`src/rtl/dmem_port_arbiter_pkg.sv`:
```
// processor_defines: shared memory-mode, arbiter-state and round-robin encodings
package processor_defines;

    localparam logic MEM_READ  = 1'b1;
    localparam logic MEM_WRITE = 1'b0;

    localparam logic STORE_FIRST = 1'b0;
    localparam logic LOAD_FIRST  = 1'b1;

    localparam int CNT_W = 3;

    typedef enum logic {
        IDLE,
        RD_WAIT
    } arb_state_t;

endpackage

```
`src/rtl/dmem_port_arbiter_rr_arb2.sv`:
```
// rr_arb2: two-way round-robin arbiter, bit 0 = store, bit 1 = load
module rr_arb2
    import processor_defines::*;
(
    input  logic [1:0] req,
    input  logic       ptr,
    input  logic       en,
    output logic [1:0] gnt,
    output logic       contested
);

    logic load_wins;

    // On contention the pointer decides; otherwise the lone requester wins
    always_comb begin
        contested = en & req[0] & req[1];
        load_wins = contested ? (ptr == LOAD_FIRST) : req[1];
        gnt[1]    = en & req[1] & load_wins;
        gnt[0]    = en & req[0] & ~gnt[1];
    end

endmodule

```
`src/rtl/dmem_port_arbiter.sv`:
```
// dmem_port_arbiter: shares the data-memory port between load and store units
module dmem_port_arbiter
    import processor_defines::*;
#(
    parameter int RD_LATENCY = 1,
    parameter int ADDR_W     = 32
) (
    input  logic              i_clk,
    input  logic              i_rst,
    input  logic              ld_req,
    input  logic [ADDR_W-1:0] ld_addr,
    output logic              ld_gnt,
    output logic              ld_rvalid,
    output logic [31:0]       ld_rdata,
    input  logic              st_req,
    input  logic [ADDR_W-1:0] st_addr,
    input  logic [31:0]       st_wdata,
    input  logic [3:0]        st_wstrb,
    output logic              st_gnt,
    output logic              mem_en,
    output logic              mem_rw_mode,
    output logic [ADDR_W-1:0] mem_addr,
    output logic [31:0]       mem_wdata,
    output logic [3:0]        mem_wstrb,
    input  logic [31:0]       mem_rdata,
    output logic              stall_pc
);

    arb_state_t       state;
    logic [CNT_W-1:0] cnt;
    logic             rr_ptr;
    logic [1:0]       gnt;
    logic             contested;
    logic             rd_wait;

    // Grants only happen in IDLE and are suppressed while reset is held
    rr_arb2 u_arb (
        .req       ({ld_req, st_req}),
        .ptr       (rr_ptr),
        .en        ((state == IDLE) & i_rst),
        .gnt       (gnt),
        .contested (contested)
    );

    // Memory port and handshake outputs decoded from state and the current grant
    always_comb begin
        rd_wait     = (state == RD_WAIT);
        st_gnt      = gnt[0];
        ld_gnt      = gnt[1];
        mem_en      = st_gnt | ld_gnt;
        mem_rw_mode = st_gnt ? MEM_WRITE : MEM_READ;
        mem_addr    = st_gnt ? st_addr : (ld_gnt ? ld_addr : '0);
        mem_wdata   = st_gnt ? st_wdata : '0;
        mem_wstrb   = st_gnt ? st_wstrb : '0;
        ld_rvalid   = rd_wait & (cnt == '0);
        ld_rdata    = ld_rvalid ? mem_rdata : '0;
        stall_pc    = i_rst & (ld_gnt | (ld_req & ~ld_gnt) | (st_req & ~st_gnt) | rd_wait);
    end

    // Read-latency tracking and round-robin pointer update after contested grants
    always_ff @(posedge i_clk or negedge i_rst) begin
        if (!i_rst) begin
            state  <= IDLE;
            cnt    <= '0;
            rr_ptr <= STORE_FIRST;
        end else if (state == IDLE) begin
            if (contested)
                rr_ptr <= ~rr_ptr;
            if (ld_gnt) begin
                state <= RD_WAIT;
                cnt   <= CNT_W'(RD_LATENCY - 1);
            end
        end else if (cnt == '0) begin
            state <= IDLE;
        end else begin
            cnt <= cnt - 1'b1;
        end
    end

endmodule
```
`config.mk`:
```
export PLATFORM = sky130hd
export DESIGN_NAME = dmem_port_arbiter
export DESIGN_NICKNAME = d
export VERILOG_FILES = /design/src/rtl/dmem_port_arbiter_pkg.sv /design/src/rtl/dmem_port_arbiter_rr_arb2.sv /design/src/rtl/dmem_port_arbiter.sv
export SDC_FILE = /design/constraint.sdc
export NUM_CORES = 1
export LEC_CHECK = 0
export BUFFER_PORTS_ARGS = -buffer_cell sky130_fd_sc_hd__buf_2
export CAP_MARGIN = 20
export CORE_AREA = 8 8 89 91
export DETAILED_ROUTE_END_ITERATION = 10
export DIE_AREA = 0 0 97 99
export PLACE_DENSITY = 0.61
export SLEW_MARGIN = 15
export SYNTH_ARGS = -nofsm -noshare
export SYNTH_HDL_FRONTEND = slang
export SYNTH_SLANG_ARGS = --single-unit
```
`constraint.sdc`:
```
create_clock -name i_clk -period 2.25 [get_ports i_clk]
set_clock_uncertainty 0.1 [all_clocks]
set_input_delay 0.675 -clock i_clk [delete_from_list [all_inputs] [get_ports i_clk]]
set_output_delay 0.675 -clock i_clk [all_outputs]
set_load 0.02 [all_outputs]
```
# Yosys cells after proc, flatten, opt, wreduce, memory -nomap -nowiden
# Cells that the tools add are included.
# op_classes
muxes	13
bitwise	18
n_addsub	1
reduce_logical	4
eq_ne	1
# op_table
op	count
32-bit 2-to-1 mux	4
1-bit AND	10
3-bit 2-to-1 mux	3
1-bit 2-to-1 mux	5
4-bit 2-to-1 mux	1
1-bit NOT	4
1-bit OR	4
2-bit AND reduction	2
3-bit zero test	1
3-bit by 1-bit subtractor with 3-bit output, second input constant	1
2-bit != test, second input constant	1
2-bit nonzero test	1
# word_totals
in_bits	136
out_inout_bits	106
word_cells	40
regBits	5

# Longest topological paths before layout
# logic_depth
depth_word	13
depth_mapped	6
mapped_depth_nobuf	6

# Cells and area by module
# Synthesis repeated with hierarchy kept, for this count alone.
# hier_totals
cells_unflattened	155
hier_area_um2	1133.6
# modules_own_cells
module	n_inst	seq_area_each_um2	area_each_um2	cells_each
dmem_port_arbiter	1	125.1	1104.8	149
rr_arb2	1	0.0	28.8	6

# Least setup slack after synthesis
# OpenSTA, ideal clock, no wires.
# synth_timing
kind	input to output
start	input st_req
end	output mem_addr[24]
stages	4
setup_slack_ps	-59
arrival_time_ps	1534
required_ps	1475
cell_sequence	nor2b_1 > nor3_4 > buf_6 > a22o_1
# synth_via
elab_chain_cells	7
elab_cells_between_ends	8
classes_between	mux (3); bitwise (5)
# synth_rtl
element	line_no	source
from (decl)	dmem_port_arbiter.sv:15	input logic st_req,
1-bit AND (*) (2 in a row)	dmem_port_arbiter_rr_arb2.sv:16	contested = en & req[0] & req[1];
1-bit 2-to-1 mux (*)	dmem_port_arbiter_rr_arb2.sv:17	load_wins = contested ? (ptr == LOAD_FIRST) : req[1];
1-bit AND (*)	dmem_port_arbiter_rr_arb2.sv:18	gnt[1] = en & req[1] & load_wins;
via ld_gnt	dmem_port_arbiter.sv:12	output logic ld_gnt,
1-bit NOT	dmem_port_arbiter_rr_arb2.sv:19	gnt[0] = en & req[0] & ~gnt[1];
1-bit AND	dmem_port_arbiter_rr_arb2.sv:19	
32-bit 2-to-1 mux (*)	dmem_port_arbiter.sv:52	mem_addr = st_gnt ? st_addr : (ld_gnt ? ld_addr : '0);
to (decl)	dmem_port_arbiter.sv:22	output logic [ADDR_W-1:0] mem_addr,
# Mark *: on every way through the listed nets, which the timed path passes. The rest lies on a longest branch.

# Final worst setup path
# layout_timing
start	input i_rst
end	output mem_wdata[6]
# layout_via
elab_chain_cells	8
elab_cells_between_ends	9
classes_between	mux (2); bitwise (7)
# layout_rtl
element	line_no	source
from (decl)	dmem_port_arbiter.sv:9	input logic i_rst,
1-bit AND (*)	dmem_port_arbiter.sv:40	.en ((state == IDLE) & i_rst),
1-bit AND	dmem_port_arbiter_rr_arb2.sv:16, dmem_port_arbiter_rr_arb2.sv:19	
1-bit AND	dmem_port_arbiter_rr_arb2.sv:16	
1-bit 2-to-1 mux	dmem_port_arbiter_rr_arb2.sv:17	
1-bit AND	dmem_port_arbiter_rr_arb2.sv:18	
1-bit NOT	dmem_port_arbiter_rr_arb2.sv:19	
1-bit AND (*)	dmem_port_arbiter_rr_arb2.sv:19	
32-bit 2-to-1 mux (*)	dmem_port_arbiter.sv:53	mem_wdata = st_gnt ? st_wdata : '0;
to (decl)	dmem_port_arbiter.sv:23	output logic [31:0] mem_wdata,
# Mark *: on every way between the ends. The rest lies on a longest branch, timed or not.

==> impl_metrics.yaml <==
floorplan:
  die_x_um: 97
  die_h_um: 99
  coreArea_um2: 6570
  boundaryPins: 242
  fp.dieArea_um2: 9600
  num_rows: 30
  start_util_pct: 17.0
place:
  portBuffers: 241
  place.gp.congestion: 0.915
  post-dp-hpwl_um: 6410
  dp_cells: 461
flow_run:
  maxCapViolations: 0
routing:
  dr_total_vias: 2328
  drtAntennaViolNets: 0
  initialDrtViolationCount: 39
  first_pass_iters: 4
  wl_um: 10300
  drcViolationCount: 0
  routedWlPerCell_um: 20.8
  via_per_inst: 4.70
timing:
  fin_crit_ns: 2.50
  setup_slack_ns: -0.254
  rsz0062_at_grt: "yes"
  hold_viol_final: 0
  setup_viol: 71
  setup_tns_ns: -12.91
  tightest_slew_ns: 0.290
  drv_slew: 0
  timing.final.crit_share_pct: 111
  max_freq_mhz: 399
  slew_headroom_pct: 80.7
cts:
  numCtsBuffers: 3
  clk_latency_ns: 0.22
  h-tree-depth: 1
  clock_path_buffers: 2
  cts_tree: "yes"
  clock-sinks: 5
  path_clk_slew_ns: 0.04
  cts.hold.buffers_added: 0
  cts-root-buf: "clkbuf_8"
worst_setup_path:
  path_common_cell: "buf_12"
  crit_path_end_kind: "output pin"
  cp_slowest_stage_delay_ns: 0.22
  r2r-start: "cnt[1]"
  cp_slowest_cell: "a21oi_4"
  cp.arrival_ns: 1.73
  cp-start-kind: "primary input"
  cp_data_required_time_ns: 1.47
  cp_max_fo: 5
  path_class: "in -> out"
  path_cells: "buf_8, nand3b_4, a21oi_4, buf_12, buf_12, clkbuf_16, and2_4, buf_6"
  crit_start: "i_rst"
final_layout:
  syn2layout_area_growth_pct: 262
  nFillCells: 512
  drive_above_1_share_pct: 89.4
  stdcell_count: 495
  diodes: 0
  final_core_utilization_pct: 61.7
  fin_nets: 554
  multi_input_area_um2: 1280
  seq_area_um2: 125
global_route:
  grt_pass1_wl_um: 14200
  grt_pass1_vias: 2649
  grt.overflow.total: 0
  grt_max_degree: 34
  grt_usage_pct: 18.2
  antenna_found_initial: 0
synthesis:
  syn-cell-area_um2: 1120
  synth_warnings: 0
  synthTopCellsByArea: "a22o_1, and2_1, and3_1, dfrtp_1, buf_6"
  ys_seq_area_share_pct: 11.2
  syn_nets: 286
  yosysTopAreaCellShare_pct: 25.0
  synth_cells: 148
  synth_largest_area_cell: "a22o_1"
  synth.distinct_cells: 23
  ys_seq_elements: 5
  syn_area_per_cell_um2: 7.57
pwr:
  p_per_area_nw_per_um2: 407
  peakVddDrop_v: 0.000218
  p_leak_nw: 2.18
run_status:
  violations: "negative setup slack"
  outcome: "finished, violations left"
min_path:
  hold_path.class: "in -> async"
path summary, 6_finish.rpt:
kind                       slack [ns]            to  cells past startpoint
setup / recovery                -0.25  mem_wdata[6]                      8
hold / removal                   0.35       rd_wait                      3
setup reg to reg                 0.62        cnt[0]                      7
min in group i_clk               0.44        cnt[2]                      2
hold reg to reg                  0.44        cnt[2]                      2
max in group asynchronous        1.59        cnt[1]                      3
cells by family after synthesis:
kind of cell | count (synthesis) | share of synthesized area (%)
AND/OR/NAND/NOR | 80 | 46.4
AO/OA/AOI/OAI | 38 | 28.8
adder cells (fa/ha/maj) | 2 | 2.23
buffers and inverters | 22 | 10.6
XOR/XNOR | 1 | 0.782
flip-flops | 5 | 11.2
layer usage:
metal	up-vias	global-route usage, %	wire, µm
li1	1079	-	-
met1	1086	17.7	3670
met2	145	33.8	5520
met3	18	7.91	920
met4	0	5.33	202
met5	-	0	0
flip-flops by register name (all words and copies together) (netlist names):
signal / flops
cnt: 3
rd_wait: 1
rr_ptr: 1
power breakdown:
part | internal, W | switching [W]
Sequential | 0.000102 | 0.0000227
Combinational | 0.000771 | 0.000583
Clock | 0.000122 | 0.0000484
Total | 0.000995 | 0.000654
cells in the mapped netlist (all sizes together):
master	number
a22o	32
nor2b	1
nand2b	3
nor3	1
and3	32
ha	2
o21ai	1
o21a	1
o311ai	1
o22ai	2
xor2	1
inv	5
nand3b	1
dfrtp	5
nand2	2
clkbuf	9
a21oi	1
buf	8
and2	37
nor2	3
repair_timing:
| item | in CTS | in global routing |
|---|---|---|
| setup endpoints to repair | 104 | 104 |
| resized for setup | 208 | 92 |
| setup buffers | 9 | 3 |
| cloned | 11 | 9 |
| pin swaps | 16 | 46 |
stage by stage:
| stage | setup slack [ns] | cell area, µm² | hold slack, ns | power, W |
|---|---|---|---|---|
| 3_3_place_gp | -0.260 | 2570 | 0.384 | 0.000920 |
| 2_1_floorplan | -0.0586 | 1260 | 0.279 | 0.000607 |
| 5_1_grt | -0.293 | 4060 | 0.352 | 0.00173 |
| 4_1_cts | -0.209 | 3560 | 0.344 | 0.00150 |
| 6_report | -0.254 | 4060 | 0.354 | 0.00165 |
| 3_5_place_dp | -0.297 | 2570 | 0.403 | 0.000929 |
placed cells by master (no fill, tap or decap), drive strengths merged:
cell    synthesis  routed
nor2            3       3
inv             5       5
nand2b          3       3
and3           32      32
nand2           2       2
o22ai           2       2
xor2            1       1
a21oi           1       1
nand3b          1       1
nor2b           1       1
buf             8     275
and2           37      37
o21a            1       1
clkbuf          9       9
o311ai          1       1
a22o           32      32
o21ai           1       1
dfrtp           5       5
ha              2       2
nor3            1       1
worst max-delay path, delay by kind of cell:
kind / cells / cell delay, ns
AO/OA/AOI/OAI: 1 / 0.22
AND/OR/NAND/NOR: 2 / 0.22
buffers and inverters: 5 / 0.62
layout make-up:
cell class / count / area share [%]
multi-input combinational: 121 / 31.6
sequential: 5 / 3.09
timing repair buffer: 280 / 61.3
clock buffer: 4 / 1.11
tap: 80 / 2.47
inverter: 5 / 0.463
Note: power is estimated with default switching activity, not from simulation.
